`config.mk`:
```
export PLATFORM = sky130hd
export DESIGN_NAME = mem_bridge
export DESIGN_NICKNAME = d
export VERILOG_FILES = /design/src/rtl/mem_bridge.sv
export SDC_FILE = /design/constraint.sdc
export NUM_CORES = 1
export LEC_CHECK = 0
export BUFFER_PORTS_ARGS = -buffer_cell sky130_fd_sc_hd__buf_2
export CAP_MARGIN = 30
export CORE_MARGIN = 2
export CORE_UTILIZATION = 47
export CTS_CLUSTER_DIAMETER = 80
export CTS_CLUSTER_SIZE = 24
export DETAILED_ROUTE_END_ITERATION = 6
export GPL_ROUTABILITY_DRIVEN = 0
export PLACE_DENSITY = 0.72
export SYNTH_ARGS = -nofsm -noshare
export SYNTH_HDL_FRONTEND = slang
export SYNTH_SLANG_ARGS = --single-unit
```
`constraint.sdc`:
```
create_clock -name clk -period 7.1 [get_ports clk]
set_clock_uncertainty 0.1 [all_clocks]
set_input_delay 1.42 -clock clk [delete_from_list [all_inputs] [get_ports clk]]
set_output_delay 1.42 -clock clk [all_outputs]
set_load 0.005 [all_outputs]
```
`src/rtl/mem_bridge.sv`:
```
// mem_bridge: serialises 32-bit word reads/writes into four little-endian byte beats.
// Optional alignment check enabled by defining MEM_BRIDGE_MISALIGN_CHK_EN.
module mem_bridge (
    input  logic        clk,
    input  logic        rst,
    input  logic        req_rd,
    input  logic        req_wr,
    input  logic [31:0] addr,
    input  logic [31:0] wdata,
    output logic [31:0] rdata,
    output logic        busy,
    output logic        done,
    output logic        misalign,
    output logic        mem_en,
    output logic        mem_we,
    output logic [31:0] mem_addr,
    output logic [7:0]  mem_wdata,
    input  logic [7:0]  mem_rdata
);
    typedef enum logic [1:0] {IDLE, XFER, DONE} state_t;
    state_t      state;
    logic [1:0]  cnt;
    logic [1:0]  nk;
    logic [31:0] base;
    logic [31:0] wbuf;
    logic        op;
    logic        mis;
    assign nk = cnt + 2'd1;
`ifdef MEM_BRIDGE_MISALIGN_CHK_EN
    assign mis = addr[1:0] != 2'b00;
`else
    assign mis = 1'b0;
`endif
    always_ff @(posedge clk or posedge rst) begin
        if (rst) begin
            state     <= IDLE;
            cnt       <= 2'd0;
            base      <= 32'd0;
            wbuf      <= 32'd0;
            op        <= 1'b0;
            rdata     <= 32'd0;
            busy      <= 1'b0;
            done      <= 1'b0;
            misalign  <= 1'b0;
            mem_en    <= 1'b0;
            mem_we    <= 1'b0;
            mem_addr  <= 32'd0;
            mem_wdata <= 8'd0;
        end else begin
            case (state)
                IDLE: if (req_rd || req_wr) begin
                    base     <= {addr[31:2], 2'b00};
                    mem_addr <= {addr[31:2], 2'b00};
                    wbuf     <= wdata;
                    op       <= req_wr;
                    cnt      <= 2'd0;
                    busy     <= 1'b1;
                    if (mis) begin
                        state    <= DONE;
                        done     <= 1'b1;
                        misalign <= 1'b1;
                    end else begin
                        state     <= XFER;
                        mem_en    <= 1'b1;
                        mem_we    <= req_wr;
                        mem_wdata <= wdata[7:0];
                    end
                end
                XFER: begin
                    cnt <= nk;
                    // mem_rdata tracks the current beat address; capture it as the beat ends
                    if (!op) rdata[{cnt, 3'b000} +: 8] <= mem_rdata;
                    if (cnt == 2'd3) begin
                        state     <= DONE;
                        done      <= 1'b1;
                        mem_en    <= 1'b0;
                        mem_we    <= 1'b0;
                        mem_wdata <= 8'd0;
                        mem_addr  <= base;
                    end else begin
                        mem_addr  <= base + {30'd0, nk};
                        mem_wdata <= wbuf[{nk, 3'b000} +: 8];
                    end
                end
                DONE: begin
                    state    <= IDLE;
                    done     <= 1'b0;
                    misalign <= 1'b0;
                    busy     <= 1'b0;
                end
                default: state <= IDLE;
            endcase
        end
    end
endmodule
```
# Yosys cells after proc, flatten, opt, wreduce, memory -nomap -nowiden

Cells that the tools add are included.

$add $sub $neg: 3
Eq/ne operators: 5
Shift operators: 3
Multiplexer cells: 20
Bitwise gates (word level): 1
Reductions and logical operators: 12

Operators by type and width:

| kind                   | count |
|---|---|
| $mux 32                | 2 |
| $pmux 32 s2            | 1 |
| $add 32x2->32          | 1 |
| $bwmux 32              | 1 |
| $shift 8x7->32 const A | 1 |
| $shiftx 32x6->8        | 1 |
| $shiftx 8x7->32        | 1 |
| $mux 8                 | 2 |
| $pmux 8 s2             | 1 |
| $reduce_and 2->1       | 6 |
| $pmux 1 s2             | 4 |
| $pmux 2 s2             | 2 |
| $neg 5->7              | 1 |
| $mux 2                 | 3 |
| $reduce_bool 2->1      | 3 |
| $eq 2x2->1 const B     | 2 |
| $mux 1                 | 4 |
| $ne 2x2->1 const B     | 2 |
| $reduce_and 3->1       | 1 |
| $add 2x1->2 const B    | 1 |
| $eq 2x1->1 const B     | 1 |
| $logic_not 2->1        | 1 |
| $logic_or 1x1->1       | 1 |
| $not 1->1              | 1 |

Bits in registers: 143
Input port bits: 76
Output and inout port bits: 77
Word-level logic and storage cells: 56

# Logic depth before layout (Yosys ltp)

Gate-level depths: netlist of the first run.

Depth in word-level cells: 4
Depth in mapped cells: 6
Mapped depth without buffers: 5

# Worst setup path before layout of the first run

No wires, ideal clock.

Kind: input to register
Start point: input req_wr
End point: register mem_addr[10]
Library setup time: 0.126 ns
Arrival: 2.321 ns
Required time: 6.874 ns
Slack: 4.553 ns
Cell stages on the path: 5
Buffers on the path: 2
Cell sequence: o21bai_4 nor2_2 buf_6 buf_2 a221o_1

Word-level cells in the longest chain between the ends: 3

Ends and longest elaborated chain:

| what                       | RTL line | source |
|---|---|---|
| start: declaration         | 7        | `input logic req_wr,` |
| $logic_or 1x1->1           | 51       | `IDLE: if (req_rd \|\| req_wr) begin` |
| $ne 2x2->1 (no line)       | -        |  |
| $reduce_and 2->1 (no line) | -        |  |
| end signal: assignment     | 53       | `mem_addr <= {addr[31:2], 2'b00};` |
| end signal: assignment     | 79       | `mem_addr <= base;` |
| end signal: assignment     | 81       | `mem_addr <= base + {30'd0, nk};` |
| end: declaration           | 16       | `output logic [31:0] mem_addr,` |

Every way passes these cells.
A chain may end at the register's enable or synchronous reset.

# Final worst setup path of the first run

Start point: input req_wr
End point: register base[8]

Word-level cells in the longest chain between the ends: 2

Ends and longest elaborated chain:

| what                       | RTL line | source |
|---|---|---|
| $logic_or 1x1->1           | 51       |  |
| $reduce_and 2->1 (no line) | -        |  |
| end signal: assignment     | 52       | `base <= {addr[31:2], 2'b00};` |
| end: declaration           | 24       | `logic [31:0] base;` |

Every way passes these cells.

==> Implementation_results.wiki, run 1 <==
{| class="wikitable"
! Metric !! Value
|-
| Outcome || complete, no violations
|-
| Setup repair after global routing missed its margin || false
|-
| Worst slew pin tran || 0.973 ns
|-
| Pin count of the biggest net entering global routing || 74
|-
| Setup TNS Final || 0 ns
|-
| R2R cell count || 5
|-
| Count of TritonRoute iterations in the first routing pass || 4
|-
| TritonCTS Buffers || 17
|-
| Power density over the cells || 515 nW/um2
|-
| Register area share after synthesis || 0.602
|-
| Die Span X || around 120 um
|-
| Clock sink total || 142
|-
| Min cycle time layout || 3.42 ns
|-
| Per-cell routed wire length || 17.7 um
|-
| Critical path data arrival time || 3.60 ns
|-
| Post-CTS Resized || 0
|-
| Remaining Overflow, GRT || 0
|-
| Cell at the root of the clock tree || sky130_fd_sc_hd__clkbuf_16
|-
| Setup ws final || approximately 3.7 ns
|-
| Clock latency on the worst-skew pair || 0.41 ns
|-
| Placement-stage worst setup slack || 3.30 ns
|-
| Number of endpoints with negative hold slack in the final report || 0
|-
| Chip Height || approximately 120 um
|-
| Type of origin of the critical path || input pin
|-
| Number of warning messages in the yosys log || 0
|-
| Starting density of the core || 0.487
|-
| Post-DP HPWL || 9.07 mm
|-
| Number of H-tree levels || 4
|-
| Num ports || 153
|-
| Slew Limit Headroom || 0.350
|-
| Required time of the critical path || 7.29 ns
|-
| Period Utilization, post-route || 0.481
|-
| Endpoint class of the critical path || flop
|-
| Synth cell types || 36
|-
| Via density per instance || between 5 and 6
|-
| Cell count of the worst hold path || 2
|-
| CTS tree || done
|-
| Clock Path Buffers || 2
|-
| Syn avg cell area || approximately 14 um2
|-
| Starting DRC count in detailed routing || 295
|-
| Worst min-delay path endpoint || rdata[2]
|-
| Classification of the worst-slack hold path || reg -> reg
|-
| Pins Over Slew Limit || 0
|-
| # DRC || 0
|-
| Overall track demand over capacity in global routing || 0.210
|-
| Number of port buffers || 149
|-
| Number of buffers inserted by post-CTS setup repair || 0
|-
| Via count of the first global-routing pass || 4177
|-
| Routed Wire Length || 13.4 mm
|-
| Placeable core region || 12100 um2
|-
| Final Net Count || between 600 and 700
|-
| Number of storage elements in the synthesis netlist || around 140
|-
| Tot Pwr || ~0.0038 W
|-
| Filler instances || 1035
|-
| Area of the die || 13500 um2
|-
| Core Rows || 40
|-
| Max-capacitance violation count || 0
|-
| Worst voltage drop across the vdd grid || roughly 0.26 mV
|-
| Cell count after synthesis || 437
|-
| Endpoint of the lowest-slack register-to-register path || rdata[17]
|-
| Max Clk Rate || 293 MHz
|-
| ANT nets after route || 0
|-
| Cts hold-fix bufs || 0
|-
| Synthesized area || 5900 um2
|-
| Maximum fanout count along the critical path || 52
|-
| Standby leakage power || 3.45 nW
|-
| Number of antenna violations at the first check in global routing || 1
|-
| Clock transition at the registers of the reported paths || 0.05 ns
|-
| Worst min-delay path startpoint || rdata[2]
|-
| First-pass GRT wire length || 21.4 mm
|-
| Area growth syn-to-layout || 25.3%
|-
| Cell with the biggest individual delay on the critical path || sky130_fd_sc_hd__nor2_4
|-
| Critical R2R Launch || cnt[0]
|-
| Total setup violations reported at the end of the flow || 0
|-
| Number of vias after detailed routing || 4160
|-
| Cell breakdown of the critical path || buf_2, o21bai_4, nor2_4, buf_4, mux2_2
|-
| Ant diodes || 0
|-
| Net count after synthesis || slightly above 500
|-
| Kind of critical path || in -> reg
|-
| Proportion of layout cells with a drive suffix above 1 || 0.435
|-
| Slowest Stage Delay on Critical Path || 0.74 ns
|-
| Setup slack of the most critical reg-to-reg path || about 3.7 ns
|}
==> cells in the final DEF (no fill, tap or decap), types with 3 or more instances in the layout <==
cell type,n
sky130_fd_sc_hd__nand2_1,26
sky130_fd_sc_hd__a221o_1,30
sky130_fd_sc_hd__dfrtp_1,142
sky130_fd_sc_hd__inv_1,4
sky130_fd_sc_hd__buf_2,150
sky130_fd_sc_hd__nand4bb_1,4
sky130_fd_sc_hd__mux4_2,8
sky130_fd_sc_hd__a31oi_1,8
sky130_fd_sc_hd__nor2_1,3
sky130_fd_sc_hd__clkinvlp_4,3
sky130_fd_sc_hd__mux2_2,56
sky130_fd_sc_hd__bufinv_16,4
sky130_fd_sc_hd__ha_1,6
sky130_fd_sc_hd__o21ai_0,26
sky130_fd_sc_hd__and2_1,30
sky130_fd_sc_hd__a22o_1,25
sky130_fd_sc_hd__clkbuf_16,17
sky130_fd_sc_hd__clkinv_2,3
sky130_fd_sc_hd__a21oi_1,10
sky130_fd_sc_hd__nand3_1,8
==> through the flow <==
| step | utilization | cells | cell area [um2] | hold WS, ns |
|---|---|---|---|---|
| 3_3_place_gp | 0.557 | 724 | 6740 | 0.360 |
| 6_report | 0.611 | 756 | 7400 | 0.378 |
| 4_1_cts | 0.611 | 756 | 7400 | 0.378 |
| 2_1_floorplan | - | 437 | 5900 | 0.370 |
| 3_5_place_dp | 0.560 | 726 | 6780 | 0.366 |
| 5_1_grt | 0.611 | 756 | 7400 | 0.406 |
==> synth_stat cells (all sizes together) <==
master | n | area share
nand2b | 1 | 0.0011
o21ba | 1 | 0.0017
nand4bb | 4 | 0.0076
nor4bb | 1 | 0.0017
o21ai | 26 | 0.022
nand3 | 8 | 0.0068
nor2 | 4 | 0.0030
a22oi | 1 | 0.0013
ha | 6 | 0.013
a31oi | 8 | 0.0085
a221o | 30 | 0.051
o32ai | 1 | 0.0015
o31ai | 1 | 0.0013
buf | 17 | 0.016
o22ai | 1 | 0.0011
clkbuf | 15 | 0.0095
mux2 | 56 | 0.11
nand2 | 26 | 0.017
inv | 5 | 0.0032
or3b | 1 | 0.0015
o21bai | 1 | 0.0032
conb | 1 | 0.00064
a21oi | 11 | 0.0093
dfrtp | 142 | 0.60
and2b | 1 | 0.0013
nor3 | 2 | 0.0034
and2 | 30 | 0.032
o2bb2ai | 1 | 0.0015
clkinv | 1 | 0.00064
nor4b | 1 | 0.0040
mux4 | 8 | 0.031
a22o | 25 | 0.037
==> worst max-delay path: cells and delay by family <==
| family | cells | cell delay, ns |
|---|---|---|
| buffers and inverters | 2 | 0.80 |
| muxes | 1 | 0.41 |
| AOI/OAI and AO/OA | 1 | 0.18 |
| and+or+nand+nor | 1 | 0.74 |
==> final cells by class <==
cell class,count,area [um2],area share
well taps,168,210,0.0284
clock inverters,11,166,0.0225
multi-input cells,257,2190,0.296
repair buffers,153,793,0.107
inverters,6,27.5,0.00372
clock buffers,19,453,0.0612
flip-flops and latches,142,3550,0.480
==> power breakdown <==
part	total, W	internal (W)	switching [W]	leakage, nW
Combinational	0.00142	0.000766	0.000658	1.43
Clock	0.000925	0.000601	0.000324	0.297
Sequential	0.00146	0.00121	0.000247	1.73
Total	0.00381	0.00258	0.00123	3.45
==> cell families (layout without fill, tap and decap cells) <==
logic type	Yosys count	count (layout)	synth area share
flops	142	142	0.602
compound gates	107	107	0.139
simple gates	79	79	0.0786
mux	64	64	0.137
buf+inv	38	189	0.0295
fa+ha+maj	6	6	0.0127
other cells	1	1	0.000635
==> registers in the layout (all words and copies together), names as in the netlist <==
register / cells
base: 30
busy: 1
cnt: 1
done: 1
mem_addr: 32
mem_en: 1
mem_wdata: 8
mem_we: 1
op: 1
rdata: 32
state: 2
wbuf: 32
==> layer usage <==
metal / vias to the layer above / share of wire / GRT usage
met4: 2 / 0.013 / 0.0746
li1: 1899 / - / -
met2: 139 / 0.48 / 0.326
met1: 2101 / 0.44 / 0.285
met5: - / 0.00097 / 0
met3: 19 / 0.060 / 0.0617
==> worst max path at each step <==
stage,end,from,depth (start not counted),slack [ns]
after floorplan,base[10],rst,1,1.77
after global placement,base[9],req_wr,5,3.38
after detailed placement,wbuf[20],req_wr,5,3.30
after CTS,rdata[11],cnt[0],5,3.71
after global routing,rdata[20],cnt[0],5,3.50
final,base[8],req_wr,5,3.68
(Power assumes the default switching activity.)
==> run 2: changes to the inputs <==
PLACE_DENSITY = 0.75   (was 0.72)
clock period = 2.85 ns   (was 7.1 ns; I/O delays follow)
==> Implementation_results.wiki, run 2 (synthesis results as in run 1) <==
{| class="wikitable"
! Metric !! Value
|-
| Most common cell after layout, fill and taps aside || sky130_fd_sc_hd__buf_2
|-
| Type of origin of the critical path || flop
|-
| Proportion of layout cells with a drive suffix above 1 || 0.440
|-
| Post-place instance area || 6870 um2
|-
| R2R cell count || 4
|-
| Outcome || complete, no violations
|-
| Post-DP HPWL || 9.26 mm
|-
| Endpoint class of the critical path || flop
|-
| Core Rows || 40
|-
| TritonCTS Buffers || 17
|-
| Critical path data arrival time || between 2 and 3 ns
|-
| Number of port buffers || around 150
|-
| Pins Over Slew Limit || 0
|-
| Num ports || ~150
|-
| Placeable core region || roughly 12000 um2
|-
| Clock transition at the registers of the reported paths || 0.06 ns
|-
| Endpoint of the lowest-slack register-to-register path || base[12]
|-
| Starting DRC count in detailed routing || 346
|-
| Number of vias after detailed routing || 4266
|-
| Worst hold slack || between 0.15 and 0.2 ns
|-
| Number of H-tree levels || 4
|-
| Period Utilization, post-route || 0.831
|-
| Setup slack of the most critical reg-to-reg path || between 0.4 and 0.5 ns
|-
| # DRC || 0
|-
| Power density over the cells || 1260 nW/um2
|-
| Setup TNS Final || 0 ns
|-
| Max Clk Rate || between 400 and 500 MHz
|-
| CTS tree || done
|-
| Max-capacitance violation count || 0
|-
| Pin count of the biggest net entering global routing || 53
|-
| Footprint of the multi-input gates || about 2200 um2
|-
| Number of antenna violations at the first check in global routing || 0
|-
| Length of routed met2 wiring || 6.22 mm
|-
| Post-CTS Resized || 0
|-
| Biggest regs || mem_addr (32), rdata (32), wbuf (32)
|-
| Kind of critical path || reg -> reg
|-
| Area growth syn-to-layout || 26.1%
|-
| ANT nets after route || 0
|-
| Tot Pwr || 0.00937 W
|-
| Uppermost metal layer occupied by signal nets || met4
|-
| Summed area of non-filler cells in the final layout || 7440 um2
|-
| Standby leakage power || 3.49 nW
|-
| Overall track demand over capacity in global routing || 0.215
|-
| Via count of the first global-routing pass || approximately 4400
|-
| Most frequent cells in the layout || sky130_fd_sc_hd__buf_2 (149), sky130_fd_sc_hd__dfrtp_1 (142), sky130_fd_sc_hd__mux2_2 (56)
|-
| Critical Path Source || state[0]
|-
| Remaining Overflow, GRT || 0
|-
| Worst voltage drop across the vdd grid || 0.626 mV
|-
| Worst slew pin tran || between 0.9 and 1 ns
|-
| Cell at the root of the clock tree || sky130_fd_sc_hd__clkbuf_16
|-
| First-pass GRT wire length || roughly 22 mm
|-
| Cts hold-fix bufs || 0
|-
| Clock latency on the worst-skew pair || 0.42 ns
|-
| Via density per instance || between 5 and 6
|-
| Min cycle time layout || 2.37 ns
|-
| Setup repair after global routing missed its margin || false
|-
| Clock sink total || 142
|-
| Final Net Count || 667
|-
| Total setup violations reported at the end of the flow || 0
|-
| Per-cell routed wire length || 17.6 um
|-
| Area of the die || 13500 um2
|-
| Number of endpoints with negative hold slack in the final report || 0
|-
| Number of buffers inserted by post-CTS setup repair || 0
|-
| Clock Path Buffers || 2
|-
| Critical R2R Launch || state[0]
|-
| Worst setup path endpoint || base[12]
|-
| DR WL met3 || 1.03 mm
|-
| Classification of the worst-slack hold path || in -> async
|-
| Required time of the critical path || between 3 and 4 ns
|-
| Starting density of the core || 0.487
|-
| Maximum fanout count along the critical path || 30
|-
| Non-filler instance count after layout || between 700 and 800
|-
| Count of TritonRoute iterations in the first routing pass || 4
|-
| Slew Limit Headroom || 0.347
|-
| Ant diodes || 0
|-
| Filler instances || roughly 970
|-
| Routed Wire Length || 13.5 mm
|-
| Sequential cell area || between 3000 and 4000 um2
|-
| Die Span X || between 100 and 150 um
|-
| Chip Height || 116 um
|-
| Detailed-route wire length on metal 1 || 5.99 mm
|-
| Cells after DPL || roughly 730
|}
[run 2: cell type report]
type | count | area share
Multi-Input combinational cell | 257 | 0.295
Timing Repair Buffer | 161 | 0.119
Tap cell | 168 | 0.0282
Sequential cell | 142 | 0.477
Clock buffer | 26 | 0.0698
Clock inverter | 6 | 0.00740
Inverter | 6 | 0.00353
[run 2: per-layer routing]
metal  track usage  up-vias
li1              -     1922
met2         0.325      174
met1         0.285     2147
met4        0.0738        0
met3        0.0858       23
met5             0        -
[run 2: through the flow]
stage,setup slack (ns),utilization
3_3_place_gp,0.467,0.567
6_report,0.481,0.614
3_5_place_dp,0.390,0.567
4_1_cts,0.477,0.614
2_1_floorplan,0.403,-
5_1_grt,0.361,0.614
[run 2: where the power goes]
part	total, W	switching [W]	internal [W]
Clock	0.00212	0.000789	0.00133
Sequential	0.00358	0.000554	0.00302
Combinational	0.00368	0.00172	0.00196
Total	0.00937	0.00306	0.00631
[run 2: worst min path at each step]
| stage | startpoint | end | slack, ns |
|---|---|---|---|
| after floorplan | wbuf[0] | wbuf[0] | 0.37 |
| after global placement | rdata[3] | rdata[3] | 0.36 |
| after detailed placement | rdata[2] | rdata[2] | 0.36 |
| after CTS | rst | wbuf[8] | 0.20 |
| after global routing | rst | wbuf[8] | 0.24 |
| final | rst | wbuf[17] | 0.19 |
[run 2: worst max-delay path: stages (launching register included)]
cell	delay [ns]
sky130_fd_sc_hd__dfrtp_1	0.48
sky130_fd_sc_hd__o21bai_4	0.32
sky130_fd_sc_hd__nor2_4	0.71
sky130_fd_sc_hd__buf_12	0.28
sky130_fd_sc_hd__mux2_2	0.36
